==> config.mk <==
export PLATFORM = sky130hd
export DESIGN_NAME = tick_step_controller
export DESIGN_NICKNAME = d
export VERILOG_FILES = /design/src/rtl/tick_step_controller.sv
export SDC_FILE = /design/constraint.sdc
export NUM_CORES = 1
export LEC_CHECK = 0
export BUFFER_PORTS_ARGS = -buffer_cell sky130_fd_sc_hd__buf_2
export CORE_MARGIN = 2
export CORE_UTILIZATION = 40
export DETAILED_ROUTE_END_ITERATION = 6
export SETUP_SLACK_MARGIN = 0.5
export SYNTH_ARGS = -nofsm -noshare
export SYNTH_HDL_FRONTEND = slang
export SYNTH_SLANG_ARGS = --single-unit
export TNS_END_PERCENT = 10
==> constraint.sdc <==
create_clock -name Clock -period 3.02 [get_ports Clock]
set_clock_uncertainty 0.1 [all_clocks]
set_input_delay 0.302 -clock Clock [delete_from_list [all_inputs] [get_ports Clock]]
set_output_delay 0.302 -clock Clock [all_outputs]
set_load 0.05 [all_outputs]
==> src/rtl/tick_step_controller.sv <==
// Run/pause/single-step controller: debounced buttons drive a PAUSE/RUN/STEP FSM
// that gates a programmable tick divider and counts issued ticks.
module tick_step_controller #(
  parameter int unsigned DivBits        = 16,
  parameter int unsigned DebounceCycles = 4
) (
  input  logic               Clock,
  input  logic               Reset,
  input  logic [DivBits-1:0] Divisor,
  input  logic               RunBtn,
  input  logic               StepBtn,
  input  logic               Halt,
  output logic               Tick,
  output logic               Running,
  output logic [31:0]        TickCount
);

  localparam int unsigned DbW = (DebounceCycles < 2) ? 1 : $clog2(DebounceCycles);
  localparam logic [DbW-1:0] DbLast = DbW'(DebounceCycles - 1);

  typedef enum logic [1:0] {PAUSE, RUN, STEP} state_t;

  // Index 0 = run button, index 1 = step button.
  logic [1:0]     btn_raw;
  logic [1:0]     sync1;
  logic [1:0]     sync2;
  logic [1:0]     deb;
  logic [1:0]     deb_q;
  logic [DbW-1:0] db_cnt [2];
  logic [1:0]     press;

  state_t             state;
  logic [DivBits-1:0] div_cnt;
  logic               tick_q;
  logic               running_q;
  logic [31:0]        tick_count_q;

  assign btn_raw = {StepBtn, RunBtn};

  always_ff @(posedge Clock or posedge Reset) begin
    if (Reset) begin
      sync1 <= '0;
      sync2 <= '0;
      deb   <= '0;
      deb_q <= '0;
      for (int unsigned i = 0; i < 2; i++) db_cnt[i] <= '0;
    end else begin
      sync1 <= btn_raw;
      sync2 <= sync1;
      deb_q <= deb;
      for (int unsigned i = 0; i < 2; i++) begin
        if (sync2[i] != deb[i]) begin
          if (db_cnt[i] == DbLast) begin
            deb[i]    <= sync2[i];
            db_cnt[i] <= '0;
          end else begin
            db_cnt[i] <= db_cnt[i] + DbW'(1);
          end
        end else begin
          db_cnt[i] <= '0;
        end
      end
    end
  end

  // Press is high for the first cycle the debounced level reads 1.
  assign press = deb & ~deb_q;

  always_ff @(posedge Clock or posedge Reset) begin
    if (Reset) begin
      state        <= PAUSE;
      div_cnt      <= '0;
      tick_q       <= 1'b0;
      running_q    <= 1'b0;
      tick_count_q <= '0;
    end else begin
      tick_q       <= 1'b0;
      div_cnt      <= '0;
      tick_count_q <= tick_count_q + 32'(tick_q);
      case (state)
        PAUSE: begin
          if (!Halt) begin
            if (press[0]) begin
              state     <= RUN;
              running_q <= 1'b1;
            end else if (press[1]) begin
              state  <= STEP;
              tick_q <= 1'b1;
            end
          end
        end
        RUN: begin
          // The tick decision stands even when leaving RUN this cycle.
          if (div_cnt >= Divisor) begin
            tick_q <= 1'b1;
          end else begin
            div_cnt <= div_cnt + DivBits'(1);
          end
          if (Halt || press[0]) begin
            state     <= PAUSE;
            running_q <= 1'b0;
            div_cnt   <= '0;
          end
        end
        STEP: begin
          state <= PAUSE;
        end
        default: begin
          state     <= PAUSE;
          running_q <= 1'b0;
        end
      endcase
    end
  end

  assign Tick      = tick_q;
  assign Running   = running_q;
  assign TickCount = tick_count_q;

endmodule

==> out/metrics.cfg, run 1 <==
[grt]
grt_overflow=0
grt_pass1_wl_mm=9.63
grt_pass1_vias=2071
grt_max_degree=28
grt_usage_pct=14.4
antenna_found_initial=0

[worst_setup_path]
cp.required_ps=3160
critPathCaptureType=register
r2r_slack_ps=750
crit_slowest_cell=dfrtp_1
reg2reg_depth=8
crit_type=register to register
path_max_fanout=16
start_kind=register
slowest_delay_ps=420
path_cells=inv_1 > ha_1 > nand2b_1 > a2111oi_0 > buf_4 > or4b_1 > nand4_4 > nor2_1
cp.arrival_ps=2410

[power_and_ir_drop]
power-per-cell-area_mw_per_mm2=577
power_frac_seq_pct=48.1
clockPowerShare_pct=34.3
p_int_w=0.00150
p_leak_nw=1.91
pwr-share-comb_pct=17.6
peakVddDrop_uv=215
p_sw_share_pct=30.5
power_switching_w=0.000655

[detailed_routing]
wl_per_cell_um=12.4
drt-initial-drc-count=69
detail_route.first_pass.iterations=6
viasPerCell=4.81
antenna_left=0
drc=0
wl_mm=5.62
vias=2181

[timing]
finalCritPeriodShare_pct=75.1
fin_crit_ps=2270
drv_slew=0
rsz0062_at_grt=false
slew_headroom_pct=61.9
setup_viol=0
final.setup.tns_ps=0
fmax_ghz=0.441
finalHoldViolCount=0
worst_pin_slew_ps=568

[logic_synthesis]
ys_top_cells_by_count=dfrtp_1, xnor2_1, nor2_1, ha_1
synthesis.area_mm2=0.00308
synth_ff_type=dfrtp_1
post-synth-top-count-cell=dfrtp_1
syn_avg_cell_area_um2=11.1
synth_cell_type_count=33
syn-num-nets=320
synth_edf_count=0
syn_inst=278
ys_warn_count=0
seq_area_frac_synth_pct=51.9
synth_top_area_share_pct=51.9
synth.area.top_cells=dfrtp_1, ha_1, xnor2_1
yosys.area.top_type=dfrtp_1
ys_ff_latch=64
async_flop_share_pct=100

[clocking]
cts_tree=built
cts_made_buffers=9
cts_setup_buffers=0
htreeDepth=3
clk_pin_slew_worst_paths_ps=70
cts-root-buf=clkbuf_8
cts_sinks=64
worstSkewPairLatency_ps=330
cts_buffer_depth=2

[final_layout]
nets=388
fin_cells=453
areaGrowthSynthToFinish_pct=20.9
drive_gt1_share_pct=23.9
fin_util_pct=49.0
antennaDiodeCount=0

[run_status]
status=complete, no violations

[placement]
io_buffers=54
dp_hpwl_mm=4.23
post-place-cells=434
routabilityCongestion=0.742

[die]
start_util_pct=40.5
dieHeight_um=91.8
fp-row-count=32
core_area_mm2=0.00761
die_area_mm2=0.00843
num_io_pins=55
fp.dieW_um=91.8

[flow_run]
cap_violations=0

[min_path]
min_path_cells=2
hold_path.class=primary input to register

[logic make-up after synthesis]
family / after synthesis / share of synthesized area, %
fa+ha+maj: 21 / 8.52
mux: 2 / 0.730
flops: 64 / 51.9
simple gates: 108 / 19.8
buf+inv: 23 / 3.04
xor+xnor: 47 / 13.4
compound gates: 13 / 2.60
[metal layers]
| layer | part of all wire, % | vias to the layer above | track usage [%] |
|---|---|---|---|
| li1 | - | 1077 | - |
| met1 | 48 | 1043 | 20.0 |
| met2 | 46 | 56 | 21.8 |
| met3 | 5.0 | 5 | 3.12 |
| met4 | 0.98 | 0 | 6.34 |
| met5 | 0 | - | 0 |
[state kept, by name (all words and copies together) (netlist names)]
register and flops:
Running 1, Tick 1, TickCount 32, db_cnt 4
deb 2, deb_q 2, div_cnt 16, state 2
sync1 2, sync2 2
[cell usage in the layout, fill, tap and decap left out, types with 11 or more instances in the layout]
cell     synthesis  final
ha_1            21     21
nand3_1         20     20
inv_1           20     19
nor2_1          26     26
and3_1          11     11
xnor2_1         29     29
dfrtp_1         64     64
nand2_1         16     16
xor2_1          18     18
buf_2            0     54
[power groups by stage]
stage	registers, W	logic [W]	clock network [W]
after detailed placement	0.00105	0.000382	0
after global placement	0.00105	0.000367	0
after floorplan	0.00114	0.000180	0
after CTS	0.00103	0.000385	0.000759
final	0.00103	0.000379	0.000737
after global routing	0.00105	0.000427	0.000801
[cell type report]
type	instances	area (µm²)
Tap cell	102	128
Fill cell	713	3880
Sequential cell	64	1600
Multi-Input combinational cell	191	1400
Inverter	20	75.1
Timing Repair Buffer	60	323
Clock buffer	10	138
Clock inverter	6	67.6
[critical path: cells and delay by family (launching register included)]
| family | cells | cell delay (ps) |
|---|---|---|
| compound gates | 1 | 420 |
| buf+inv | 2 | 230 |
| flops | 1 | 420 |
| simple gates | 4 | 760 |
| fa+ha+maj | 1 | 260 |
[stage by stage]
step	hold slack (ps)	setup slack (ps)	area [µm²]	total power [W]
after floorplan	231	816	3080	0.00132
after global placement	232	671	3480	0.00142
after detailed placement	237	642	3480	0.00143
after CTS	75.4	627	3720	0.00218
after global routing	86.3	527	3730	0.00228
final	90.8	753	3730	0.00215
[path summary, 6_finish.rpt]
check	start	to
setup / recovery	div_cnt[0]$_DFF_PP0_	div_cnt[4]$_DFF_PP0_
hold / removal	Halt	state[0]$_DFFE_PP0P_
setup reg to reg	div_cnt[0]$_DFF_PP0_	div_cnt[4]$_DFF_PP0_
hold reg to reg	sync1[1]$_DFF_PP0_	sync2[1]$_DFF_PP0_
max in group asynchronous	Reset	deb_q[1]$_DFF_PP0_
min in group asynchronous	Reset	TickCount[28]$_DFF_PP0_
[what timing repair did]
item,4_1_cts,5_1_grt
endpoints found under the setup margin,0,16
endpoints found under the hold margin,27,0
gates resized for setup,0,1
hold buffers,3,0
Note: power is estimated with default switching activity, not from simulation.
==> run 2, diff against run 1 <==
==> constraint.sdc (replaced) <==
create_clock -name Clock -period 2 [get_ports Clock]
set_clock_uncertainty 0.1 [all_clocks]
set_input_delay 0.2 -clock Clock [delete_from_list [all_inputs] [get_ports Clock]]
set_output_delay 0.2 -clock Clock [all_outputs]
set_load 0.05 [all_outputs]
==> run 2 against run 1 <==
Net effect:
- the flow now finishes with violations (setup timing)
- combinational power rose by 79%
- sequential power rose by 52%
- global-route usage rose by 1.4 points
==> out/metrics.cfg, run 2 (same netlist as run 1, synthesis figures left out) <==
[clocking]
htreeDepth=3  ; unchanged
worstSkewPairLatency_ps=340  ; about the same
cts_sinks=64  ; unchanged
cts_made_buffers=9  ; unchanged
cts-root-buf=clkbuf_8
cts_tree=built
clk_pin_slew_worst_paths_ps=60  ; about the same
cts_buffer_depth=2  ; unchanged

[final_layout]
final_common_cell=buf_2
seqCellArea_mm2=0.00163  ; +1.5%
nets=416  ; +7.2%
drive_gt1_share_pct=43.5  ; +20 points
fill_cells=645  ; -9.5%
antennaDiodeCount=0  ; unchanged
largest_register_ffs=32  ; unchanged
multiInputGateArea_mm2=0.00164  ; +18%
final_cell_mix=buf_2, dfrtp_1, buf_4
design_area_mm2=0.00425  ; +14%
areaGrowthSynthToFinish_pct=37.7

[worst_setup_path]
critPathCaptureType=register
r2r-end=div_cnt[3]$_DFF_PP0_
r2r_slack_ps=-50  ; -800 ps
rr_startpoint=div_cnt[15]$_DFF_PP0_
reg2reg_depth=7  ; -1
cp.arrival_ps=2170  ; -240 ps
start_kind=register
path_max_fanout=8  ; -8
crit_type=register to register
cp.required_ps=2130  ; -1030 ps

[detailed_routing]
vias=2230  ; +2.2%
wl_per_cell_um=12.5  ; +0.49%
antenna_left=0  ; unchanged
detail_route.first_pass.iterations=4  ; -2
wl_mm=5.99  ; +6.7%
drc=0  ; unchanged
viasPerCell=4.64  ; -3.7%
drt-initial-drc-count=64  ; -7.2%

[timing]
rsz0062_at_grt=true
holdWs_ps=239  ; +148 ps
fmax_ghz=0.488  ; +11%
setup_slack_ps=-47.2  ; -800 ps
finalHoldViolCount=0  ; unchanged
setup_viol=17  ; +17
worst_pin_slew_ps=416  ; -152 ps
slew_headroom_pct=72.0  ; +10 points
fin_crit_ps=2050  ; -220 ps
final.setup.tns_ps=-542  ; -542 ps
drv_slew=0  ; unchanged
finalCritPeriodShare_pct=102  ; +27 points

[power_and_ir_drop]
clockPowerShare_pct=32.1  ; -2.2 points
power_switching_w=0.000992  ; +52%
p_sw_share_pct=29.9  ; -0.55 points
p_leak_nw=2.12  ; +11%
fin_total_pwr_w=0.00332  ; +54%
p_int_w=0.00233  ; +56%
power_frac_seq_pct=47.5  ; -0.6 points
power-per-cell-area_mw_per_mm2=781  ; +36%
pwr-share-comb_pct=20.4  ; +2.8 points
peakVddDrop_uv=674  ; +210%

[placement]
placed_cell_area_mm2=0.00376  ; +7.9%
routabilityCongestion=0.763  ; +2.9%
io_buffers=54  ; unchanged
dp_hpwl_mm=4.29  ; +1.5%

[die]
core_area_mm2=0.00761  ; unchanged
start_util_pct=40.5  ; unchanged
dieHeight_um=91.8  ; unchanged
num_io_pins=55  ; unchanged
fp.dieW_um=91.8  ; unchanged
die_area_mm2=0.00843  ; unchanged
fp-row-count=32  ; unchanged

[run_status]
status=finished with violations
violations=setup timing

[grt]
grt_pass1_vias=2289  ; +11%
grt_overflow=0  ; unchanged
grt_usage_pct=15.8  ; +1.4 points
grt_max_degree=37  ; +32%
antenna_found_initial=0  ; unchanged
grt_pass1_wl_mm=10.4  ; +8.2%

[flow_run]
cap_violations=0  ; unchanged

[min_path]
hold_path.class=primary input to async pin

[run 2: cell count changes in the layout (fill, tap and decap cells not counted), sizes merged]
cell / before / now
clkinv: 2 / 3
clkinvlp: 2 / 1
dlygate4sd3: 3 / 4
clkbuf: 10 / 13
buf: 57 / 83
inv: 21 / 19
[run 2: final cells by class]
cell class	instances	share of cell area, %
Multi-Input combinational cell	191	38.7
Sequential cell	64	38.3
Timing Repair Buffer	88	13.6
Clock buffer	12	3.42
Tap cell	102	3.01
Inverter	20	1.92
Clock inverter	4	1.06
[run 2: critical path: stages (launching register included)]
cell,delay (ps)
dfrtp_1,420
ha_4,280
nand4_1,130
nor2_2,170
or4b_4,510
nand4_4,120
clkbuf_16,160
nor2_1,40
[run 2: worst max path at each step]
stage	from	end	slack [ps]	cells after the start
final	div_cnt[15]$_DFF_PP0_	div_cnt[3]$_DFF_PP0_	-50	7
after global routing	div_cnt[14]$_DFF_PP0_	div_cnt[7]$_DFF_PP0_	-130	7
after CTS	div_cnt[10]$_DFF_PP0_	div_cnt[7]$_DFF_PP0_	-40	7
after detailed placement	div_cnt[12]$_DFF_PP0_	div_cnt[3]$_DFF_PP0_	-70	7
after global placement	div_cnt[0]$_DFF_PP0_	Tick$_DFF_PP0_	-150	7
after floorplan	div_cnt[13]$_DFF_PP0_	div_cnt[10]$_DFF_PP0_	-10	7
[run 2: power by group through the flow]
stage / registers, W / clock network, W / logic (W)
after floorplan: 0.00174 / 0 / 0.000285
after global placement: 0.00160 / 0 / 0.000606
after detailed placement: 0.00160 / 0 / 0.000624
after CTS: 0.00158 / 0.00111 / 0.000650
after global routing: 0.00160 / 0.00117 / 0.000755
final: 0.00157 / 0.00107 / 0.000677
[run 2: what timing repair did]
action	4_1_cts	5_1_grt
hold endpoints to repair	67	0
hold buffers	4	0
resized for setup	27	12
pin swaps	42	38
gates cloned	0	1
buffers inserted	2	2
setup endpoints to repair	39	39
[run 2: per-stage QoR]
stage	setup WS [ps]	std cells	utilization [%]
4_1_cts	-38.1	478	54.3
3_3_place_gp	-146	456	49.4
5_1_grt	-132	481	55.8
3_5_place_dp	-69.3	456	49.4
6_report	-47.2	481	55.8
2_1_floorplan	-13.6	278	-
[run 2: per-layer routing]
metal / wire length (µm) / global-route usage [%] / vias to the layer above
met5: 0 / 0 / -
met4: 61 / 4.10 / 0
met3: 218 / 6.49 / 5
met2: 2870 / 25.2 / 28
met1: 2840 / 20.1 / 1066
li1: - / - / 1131
